[src/rtl/systolic_result_drain.sv]
`default_nettype none
// ============================================================================
//  Module      : systolic_result_drain
//  Description : Captures an NxN result matrix from the systolic array in one
//                cycle, then streams it out row-major over a valid/ready
//                handshake. A result pulse that arrives while a stream is in
//                progress is dropped and flagged in a sticky overrun bit.
//  Revision    : 1.0 - initial release
// ============================================================================
module systolic_result_drain #(
    parameter int N = 4
) (
    input  logic                        i_clk,
    input  logic                        i_arst,
    input  logic [N-1:0][N-1:0][31:0]   i_c,
    input  logic                        i_validResult,
    output logic                        o_ready,
    output logic [31:0]                 o_data,
    output logic [$clog2(N)-1:0]        o_row,
    output logic [$clog2(N)-1:0]        o_col,
    output logic                        o_valid,
    input  logic                        i_ready,
    output logic                        o_last,
    output logic                        o_overrun,
    input  logic                        i_clearOverrun,
    output logic [15:0]                 o_matrixCount
);

    localparam int            IW         = $clog2(N);
    localparam logic [IW-1:0] c_LAST_IDX = IW'(N - 1);

    typedef enum logic [0:0] {
        ST_IDLE   = 1'b0,
        ST_STREAM = 1'b1
    } state_t;

    state_t                     r_state;
    state_t                     w_state_next;
    logic [N-1:0][N-1:0][31:0]  r_buf;
    logic [IW-1:0]              r_row;
    logic [IW-1:0]              r_col;
    logic                       r_overrun;
    logic [15:0]                r_matrix_count;
    logic                       w_fire;
    logic                       w_last;
    logic                       w_capture;

    // State register
    always_ff @(posedge i_clk or posedge i_arst) begin
        if (i_arst) begin
            r_state <= ST_IDLE;
        end else begin
            r_state <= w_state_next;
        end
    end

    // Next-state decode plus handshake/status outputs
    always_comb begin
        w_state_next = r_state;
        o_ready      = 1'b0;
        o_valid      = 1'b0;
        w_last       = 1'b0;
        w_fire       = 1'b0;
        w_capture    = 1'b0;
        case (r_state)
            ST_IDLE: begin
                o_ready   = 1'b1;
                w_capture = i_validResult;
                if (i_validResult) begin
                    w_state_next = ST_STREAM;
                end
            end
            ST_STREAM: begin
                o_valid = 1'b1;
                w_last  = (r_row == c_LAST_IDX) && (r_col == c_LAST_IDX);
                w_fire  = i_ready;
                if (w_fire && w_last) begin
                    w_state_next = ST_IDLE;
                end
            end
            default: begin
                w_state_next = ST_IDLE;
            end
        endcase
    end

    // Snapshot of the whole matrix; only written while idle, so the stream
    // never sees later changes on i_c. Output is gated, so no reset needed.
    always_ff @(posedge i_clk) begin
        if (w_capture) begin
            r_buf <= i_c;
        end
    end

    // Row-major read pointer, advancing only on an accepted beat
    always_ff @(posedge i_clk or posedge i_arst) begin
        if (i_arst) begin
            r_row <= '0;
            r_col <= '0;
        end else if (w_capture) begin
            r_row <= '0;
            r_col <= '0;
        end else if (w_fire) begin
            if (r_col == c_LAST_IDX) begin
                r_col <= '0;
                r_row <= (r_row == c_LAST_IDX) ? '0 : r_row + 1'b1;
            end else begin
                r_col <= r_col + 1'b1;
            end
        end
    end

    // Sticky overrun: a dropped pulse wins over a simultaneous clear
    always_ff @(posedge i_clk or posedge i_arst) begin
        if (i_arst) begin
            r_overrun <= 1'b0;
        end else if ((r_state == ST_STREAM) && i_validResult) begin
            r_overrun <= 1'b1;
        end else if (i_clearOverrun) begin
            r_overrun <= 1'b0;
        end
    end

    // Count of completely drained matrices, free-running wrap
    always_ff @(posedge i_clk or posedge i_arst) begin
        if (i_arst) begin
            r_matrix_count <= '0;
        end else if (w_fire && w_last) begin
            r_matrix_count <= r_matrix_count + 16'd1;
        end
    end

    assign o_data        = o_valid ? r_buf[r_row][r_col] : 32'd0;
    assign o_row         = r_row;
    assign o_col         = r_col;
    assign o_last        = w_last;
    assign o_overrun     = r_overrun;
    assign o_matrixCount = r_matrix_count;

endmodule
`default_nettype wire

[config.mk]
export PLATFORM = sky130hd
export DESIGN_NAME = systolic_result_drain
export DESIGN_NICKNAME = d
export VERILOG_FILES = /design/src/rtl/systolic_result_drain.sv
export SDC_FILE = /design/constraint.sdc
export NUM_CORES = 1
export LEC_CHECK = 0
export CORE_ASPECT_RATIO = 0.5
export CORE_MARGIN = 3
export CORE_UTILIZATION = 44
export DETAILED_ROUTE_END_ITERATION = 12
export GPL_TIMING_DRIVEN = 0
export PLACE_DENSITY = 0.77
export SETUP_SLACK_MARGIN = 0.02
export SYNTH_ARGS = -nofsm -noshare
export SYNTH_HDL_FRONTEND = slang
export SYNTH_SLANG_ARGS = --single-unit
[constraint.sdc]
create_clock -name i_clk -period 23.7 [get_ports i_clk]
set_input_delay 4.74 -clock i_clk [delete_from_list [all_inputs] [get_ports i_clk]]
set_output_delay 4.74 -clock i_clk [all_outputs]
set_load 0.01 [all_outputs]
==> results of run 1 <==
## per-layer routing
metal  global-route usage [%]  routed length, µm  vias to the layer above
li1                         -                  -                     5842
met1                     29.2              22900                     6676
met2                     47.7              36600                      497
met3                     4.51               3650                      132
met4                     11.2               2490                        0
met5                        0                  0                        -
## sequential cells by signal (all words and copies together), names as in the netlist
signal,cells
o_row,2
o_overrun,1
o_matrixCount,16
o_col,2
r_buf,512
r_state,1
## cell families (layout without fill, tap and decap cells)
family | Yosys count | after routing | share of synthesized area [%]
flops | 534 | 534 | 76.4
mux | 244 | 244 | 12.6
compound gates | 167 | 167 | 5.65
simple gates | 91 | 91 | 1.94
buf+inv | 67 | 741 | 2.61
xor+xnor | 15 | 15 | 0.630
fa+ha+maj | 3 | 3 | 0.180
other cells | 0 | 39 | 0
## cell usage in the layout (no fill, tap or decap), types with 8 or more instances in the layout
master and instances:
sky130_fd_sc_hd__clkdlybuf4s50_1 572, sky130_fd_sc_hd__edfxtp_1 512, sky130_fd_sc_hd__mux2i_1 228, sky130_fd_sc_hd__a22oi_1 98, sky130_fd_sc_hd__nand2_1 60, sky130_fd_sc_hd__clkbuf_16 49, sky130_fd_sc_hd__diode_2 39, sky130_fd_sc_hd__clkbuf_1 33
sky130_fd_sc_hd__o21ai_0 23, sky130_fd_sc_hd__dfrtp_1 22, sky130_fd_sc_hd__o22ai_1 17, sky130_fd_sc_hd__buf_12 15, sky130_fd_sc_hd__mux4_2 15, sky130_fd_sc_hd__buf_6 14, sky130_fd_sc_hd__buf_2 13, sky130_fd_sc_hd__a221oi_1 13
sky130_fd_sc_hd__o21ai_1 12, sky130_fd_sc_hd__xnor2_1 11, sky130_fd_sc_hd__clkinv_1 10, sky130_fd_sc_hd__buf_16 8
## layout make-up
class / count / share of cell area, %
clock inverter: 19 / 0.440
timing repair buffer: 590 / 21.0
buffer: 62 / 1.79
tap: 627 / 2.68
multi-input combinational: 520 / 15.0
inverter: 5 / 0.0640
sequential: 534 / 54.3
clock buffer: 65 / 4.42
antenna: 39 / 0.333
## report_power, final
| part | internal, W | switching, W |
|---|---|---|
| clock network | 0.000394 | 0.000344 |
| registers | 0.00108 | 0.0000176 |
| logic | 0.000456 | 0.000554 |
## metrics by stage
stage               setup WS (ns)  total power (W)
floorplan                    5.20          0.00167
global placement         -0.00806          0.00213
detailed placement          16.05          0.00212
CTS                         15.41          0.00286
global route                15.29          0.00295
finish                      15.43          0.00284
## final timing paths
check                                  start  cells after the start                end  slack [ns]
setup / recovery                    o_col[0]                      7         o_data[16]       15.43
hold / removal             o_matrixCount[15]                      1  o_matrixCount[15]        0.48
setup reg to reg                     r_state                      6         r_buf[496]       21.13
hold reg to reg            o_matrixCount[15]                      1  o_matrixCount[15]        0.48
max in group asynchronous             i_arst                      2  o_matrixCount[11]       18.50
min in group asynchronous             i_arst                      2   o_matrixCount[3]        4.66
## cells in the mapped netlist (3+ instances only)
library cell / n
sky130_fd_sc_hd__edfxtp_1: 512
sky130_fd_sc_hd__mux2i_1: 228
sky130_fd_sc_hd__a22oi_1: 98
sky130_fd_sc_hd__nand2_1: 60
sky130_fd_sc_hd__o21ai_0: 23
sky130_fd_sc_hd__dfrtp_1: 22
sky130_fd_sc_hd__clkbuf_1: 18
sky130_fd_sc_hd__o22ai_1: 17
sky130_fd_sc_hd__mux4_2: 15
sky130_fd_sc_hd__buf_6: 14
sky130_fd_sc_hd__a221oi_1: 13
sky130_fd_sc_hd__buf_2: 13
sky130_fd_sc_hd__o21ai_1: 12
sky130_fd_sc_hd__xnor2_1: 11
sky130_fd_sc_hd__buf_8: 7
sky130_fd_sc_hd__nand4_1: 7
sky130_fd_sc_hd__nor2_1: 7
sky130_fd_sc_hd__buf_12: 5
sky130_fd_sc_hd__inv_1: 5
sky130_fd_sc_hd__nand3_1: 5
sky130_fd_sc_hd__xor2_1: 4
sky130_fd_sc_hd__buf_4: 3
sky130_fd_sc_hd__ha_1: 3
==> run metrics, run 1 <==
outcome completed; worst min-delay path category flop to flop; post-synth net total 1641; synthesized netlist cell count 1121; ranking of synthesized cells by area sky130_fd_sc_hd__edfxtp_1, sky130_fd_sc_hd__mux2i_1, sky130_fd_sc_hd__a22oi_1; number of enable flip-flop cells after synthesis 512; number of buffers added by the clock tree synthesis step 48; area taken by multi-input logic gates around 4400 µm²; Period Utilization, post-route 34.9%; number of buffers on the longest clock path 3; DRT Wirelength 65600 µm; part of the Yosys area used for sequential elements 76.4%; IO Pins 573; CP cell instances buf_4, nor2_2, buf_2, a221oi_1, o21ai_0, o21ai_0, clkdlybuf4s50_1; Yosys Warn Count 0; initial DRC count 1323; crit path buf inv count 3; Post-CTS Setup Inserts 0; MaxCap Viol Count 0; detailed-route via count 13100; port bufs 572; most numerous cell on the critical path sky130_fd_sc_hd__o21ai_0; actual slew at the worst max-slew pin 0.900 ns; number of hold-slack violations in the final timing report 0; Final Instance Count excl. Fillers 2461; Synth cell types 37; Max transition margin 40.0%; # fillers around 3400; Layout Skew roughly 0.017 ns; die height 160 µm; share of the core filled with cells 63.8%; largest net degree at the start of global routing 38; total standard cell area after synthesis 20900 µm²; sink count of the clock tree 534; clock root buffer sky130_fd_sc_hd__clkbuf_16; Die X-Extent 314 µm; endpoint required time on the critical path 18.96 ns; summed area of non-filler cells in the final layout 29300 µm²; arrival time worst endpoint 3.53 ns; final setup TNS 0 ns; standard cell with the maximum stage delay on the critical path sky130_fd_sc_hd__nor2_2; fraction of synthesized cell area taken by the top area cell type 73.7%; Crit path max-delay family buffers and inverters; Die Outline Area 50200 µm²; area added between synthesis and finish 40.6%; kind of critical path flop to output pin; clk_lat worst skew 0.57 ns; routability congestion estimate from global placement 0.880; area after detailed placement 27800 µm²; global-route wire length before repair between 90000 and 100000 µm; H-tree lvl count 2; average cell area after synthesis 18.6 µm²; leading register cell type out of synthesis sky130_fd_sc_hd__edfxtp_1; top achievable clock speed 121 MHz; total track usage 25.7%; post-synthesis async set-or-reset flop share 4.12%; Period minus WS final 8.27 ns; Worst Setup End Kind output pin; total number of nets in the final design approximately 2300; DR pass1 iterations 5; sequential cell area 15900 µm²; number of failing setup endpoints in the final timing report 0; grt total ovfl 0; RSZ-0062 raised after global routing false; Max Fanout on Critical Path 10; starting density of the core 45.4%; number of antenna violations at the first check in global routing 39; number of storage elements in the synthesis netlist between 500 and 600; via count normalized by instance count 5.34; placed cell count 2338; Resized cells post-CTS 0; minimum hold slack 0.479 ns; clock-pin slew of the registers on the worst-case setup and hold paths roughly 0.07 ns; IR Drop Worst-Case VDD 0.0449 mV; placeable core area 46000 µm²; DR WL/cell roughly 27 µm; Std-Cell Rows 55; HPWL after detailed placement 49600 µm; CTS tree done; Pins Over Slew Limit 0; Pleak 10.1 nW; number of buffers inserted for hold repair after clock tree synthesis 0; share of post-route cells with drive strength above 1 7.91%; Final ANT Viol Nets 0; element type at the critical path start flop; delay contributed by the slowest stage of the critical path 0.72 ns; Power per Cell Area 97.0 nW/µm²; vias in the first global route 13600; DRC 0; cell type contributing the most total cell area after synthesis sky130_fd_sc_hd__edfxtp_1
Power figures use the tool's default switching activity.
==> run 2, diff against run 1 <==
Settings changed: CORE_UTILIZATION 44 to 48, PLACE_DENSITY 0.77 to 0.8.
Clock period 23.7 ns to 8 ns, I/O delays scaled along.
==> run metrics, run 2 (synthesis results as in run 1) <==
vias in the first global route 13600; placeable core area 42400 µm²; share of the core filled with cells between 60 and 70%; register-to-register setup slack between 5 and 6 ns; Reg2Reg Launch Point r_state; Std-Cell Rows between 50 and 60; cell count along the critical path 7; Max Fanout on Critical Path 10; # fillers 2942; number of buffers added by the clock tree synthesis step 46; CP cell instances buf_4, nor2_2, buf_2, a22oi_1, nand2_1, o22ai_1, clkdlybuf4s50_1; Period minus WS final 5.01 ns; most common library cell in the layout ignoring fill and taps sky130_fd_sc_hd__clkdlybuf4s50_1; Top reg by flops r_buf; number of failing setup endpoints in the final timing report 0; clock root buffer sky130_fd_sc_hd__clkbuf_16; Post-CTS Setup Inserts 0; clock-pin slew of the registers on the worst-case setup and hold paths around 0.07 ns; H-tree lvl count 2; die height 153 µm; outcome completed; number of buffers inserted for hold repair after clock tree synthesis 0; MaxCap Viol Count 0; Worst R2R Path Depth 6; Worst Slack Setup Final roughly 3.0 ns; Period Utilization, post-route 62.6%; r2r endpoint r_buf[7]; Total Power Consumption 0.00840 W; Layout Skew 0.0180 ns; Resized cells post-CTS 0; Pleak 10.0 nW; via count normalized by instance count 5.47; number of antenna violations at the first check in global routing 31; DR WL/cell 27.5 µm; Die X-Extent 301 µm; Critical Path Start o_col[0]; port bufs 572; crit path buf inv count 3; Pins Over Slew Limit 0; CTS tree done; delay contributed by the slowest stage of the critical path 0.68 ns; hold path start o_matrixCount[15]; largest net degree at the start of global routing 39; Max transition margin 32.7%; arrival time worst endpoint 3.41 ns; sink count of the clock tree 534; area added between synthesis and finish 39.7%; Setup Slack @ Placement 3.63 ns; standard cell with the maximum stage delay on the critical path sky130_fd_sc_hd__nor2_2; number of cells on the worst hold path 1; DRC 0; starting density of the core 49.1%; share of post-route cells with drive strength above 1 under 10%; IR Drop Worst-Case VDD 0.275 mV; number of flip-flops in the largest register 512; top library cells by usage in the layout, fill and taps aside sky130_fd_sc_hd__clkdlybuf4s50_1, sky130_fd_sc_hd__edfxtp_1, sky130_fd_sc_hd__mux2i_1, sky130_fd_sc_hd__a22oi_1, sky130_fd_sc_hd__nand2_1; RSZ-0062 raised after global routing false; HPWL after detailed placement 50100 µm; Crit path max-delay family buffers and inverters; routability congestion estimate from global placement roughly 0.88; Power per Cell Area around 290 nW/µm²; total number of nets in the final design 2277; number of buffers on the longest clock path 3; actual slew at the worst max-slew pin 1.01 ns; endpoint required time on the critical path 6.40 ns; initial DRC count about 1300; DR pass1 iterations 5; detailed-route via count 13100; Final ANT Viol Nets 0; grt total ovfl 0; worst min-delay path category flop to flop; total track usage 27.7%; number of hold-slack violations in the final timing report 0; global-route wire length before repair 91000 µm; IO Pins 573; hold endpoint o_matrixCount[15]; Die Outline Area 46100 µm²; DRT Wirelength 65900 µm; kind of critical path flop to output pin; top achievable clock speed 200 MHz; element type at the critical path start flop; clk_lat worst skew 0.57 ns; Worst Setup End Kind output pin
==> run 2: cell types whose count changed in the layout (fill, tap and decap cells not counted), moves of 2 or more <==
cell | before | now
sky130_fd_sc_hd__buf_12 | 15 | 20
sky130_fd_sc_hd__buf_16 | 8 | 1
sky130_fd_sc_hd__bufinv_16 | 1 | 3
sky130_fd_sc_hd__clkbuf_1 | 33 | 30
sky130_fd_sc_hd__clkbuf_16 | 49 | 46
sky130_fd_sc_hd__clkinv_2 | 3 | 8
sky130_fd_sc_hd__diode_2 | 39 | 31
sky130_fd_sc_hd__inv_6 | 0 | 2
==> run 2: worst max-delay path by stage <==
stage / end / slack (ns)
global route: o_data[13] / 2.92
finish: o_data[13] / 2.99
detailed placement: o_data[17] / 3.63
CTS: o_data[17] / 3.02
floorplan: r_buf[0] / -1.68
global placement: r_buf[390] / -4.86
==> run 2: metal layers <==
metal | share of wire (%) | global-route usage, % | vias up | wire length, µm
li1 | - | - | 5817 | -
met5 | 0 | 0 | - | 0
met3 | 5.4 | 4.36 | 142 | 3550
met4 | 3.8 | 12.9 | 0 | 2480
met1 | 36 | 32.4 | 6651 | 23600
met2 | 55 | 50.2 | 523 | 36300
==> run 2: power breakdown <==
part           switching [W]  internal, W
clock network        0.00102      0.00116
logic                0.00163      0.00135
registers          0.0000539      0.00319
total                0.00270      0.00570
==> run 2: worst reg2reg max path: cells and delay by family (launching register included) <==
kind          cells  cell delay, ns
buf+inv           5            1.28
flops             1            0.40
simple gates      1            0.50
==> run 2: area by class of cell <==
| class | count | area [µm²] | share of cell area, % |
|---|---|---|---|
| multi-input combinational | 520 | 4390 | 15.1 |
| clock inverter | 26 | 220 | 0.756 |
| tap | 577 | 722 | 2.48 |
| antenna | 31 | 77.6 | 0.266 |
| clock buffer | 58 | 1200 | 4.11 |
| sequential | 534 | 15900 | 54.7 |
| inverter | 5 | 18.8 | 0.0644 |
| buffer | 62 | 526 | 1.80 |
| timing repair buffer | 588 | 6050 | 20.8 |
==> run 2: metrics by stage <==
| stage | TNS (ns) | instance area (µm²) | instances | hold slack, ns |
|---|---|---|---|---|
| detailed placement | 0 | 27600 | 2286 | 0.463 |
| global placement | -2460.65 | 27300 | 2270 | 0.462 |
| CTS | 0 | 29100 | 2370 | 0.476 |
| floorplan | -859.27 | 20900 | 1121 | 0.508 |
| global route | 0 | 29100 | 2401 | 0.503 |
| finish | 0 | 29100 | 2401 | 0.480 |
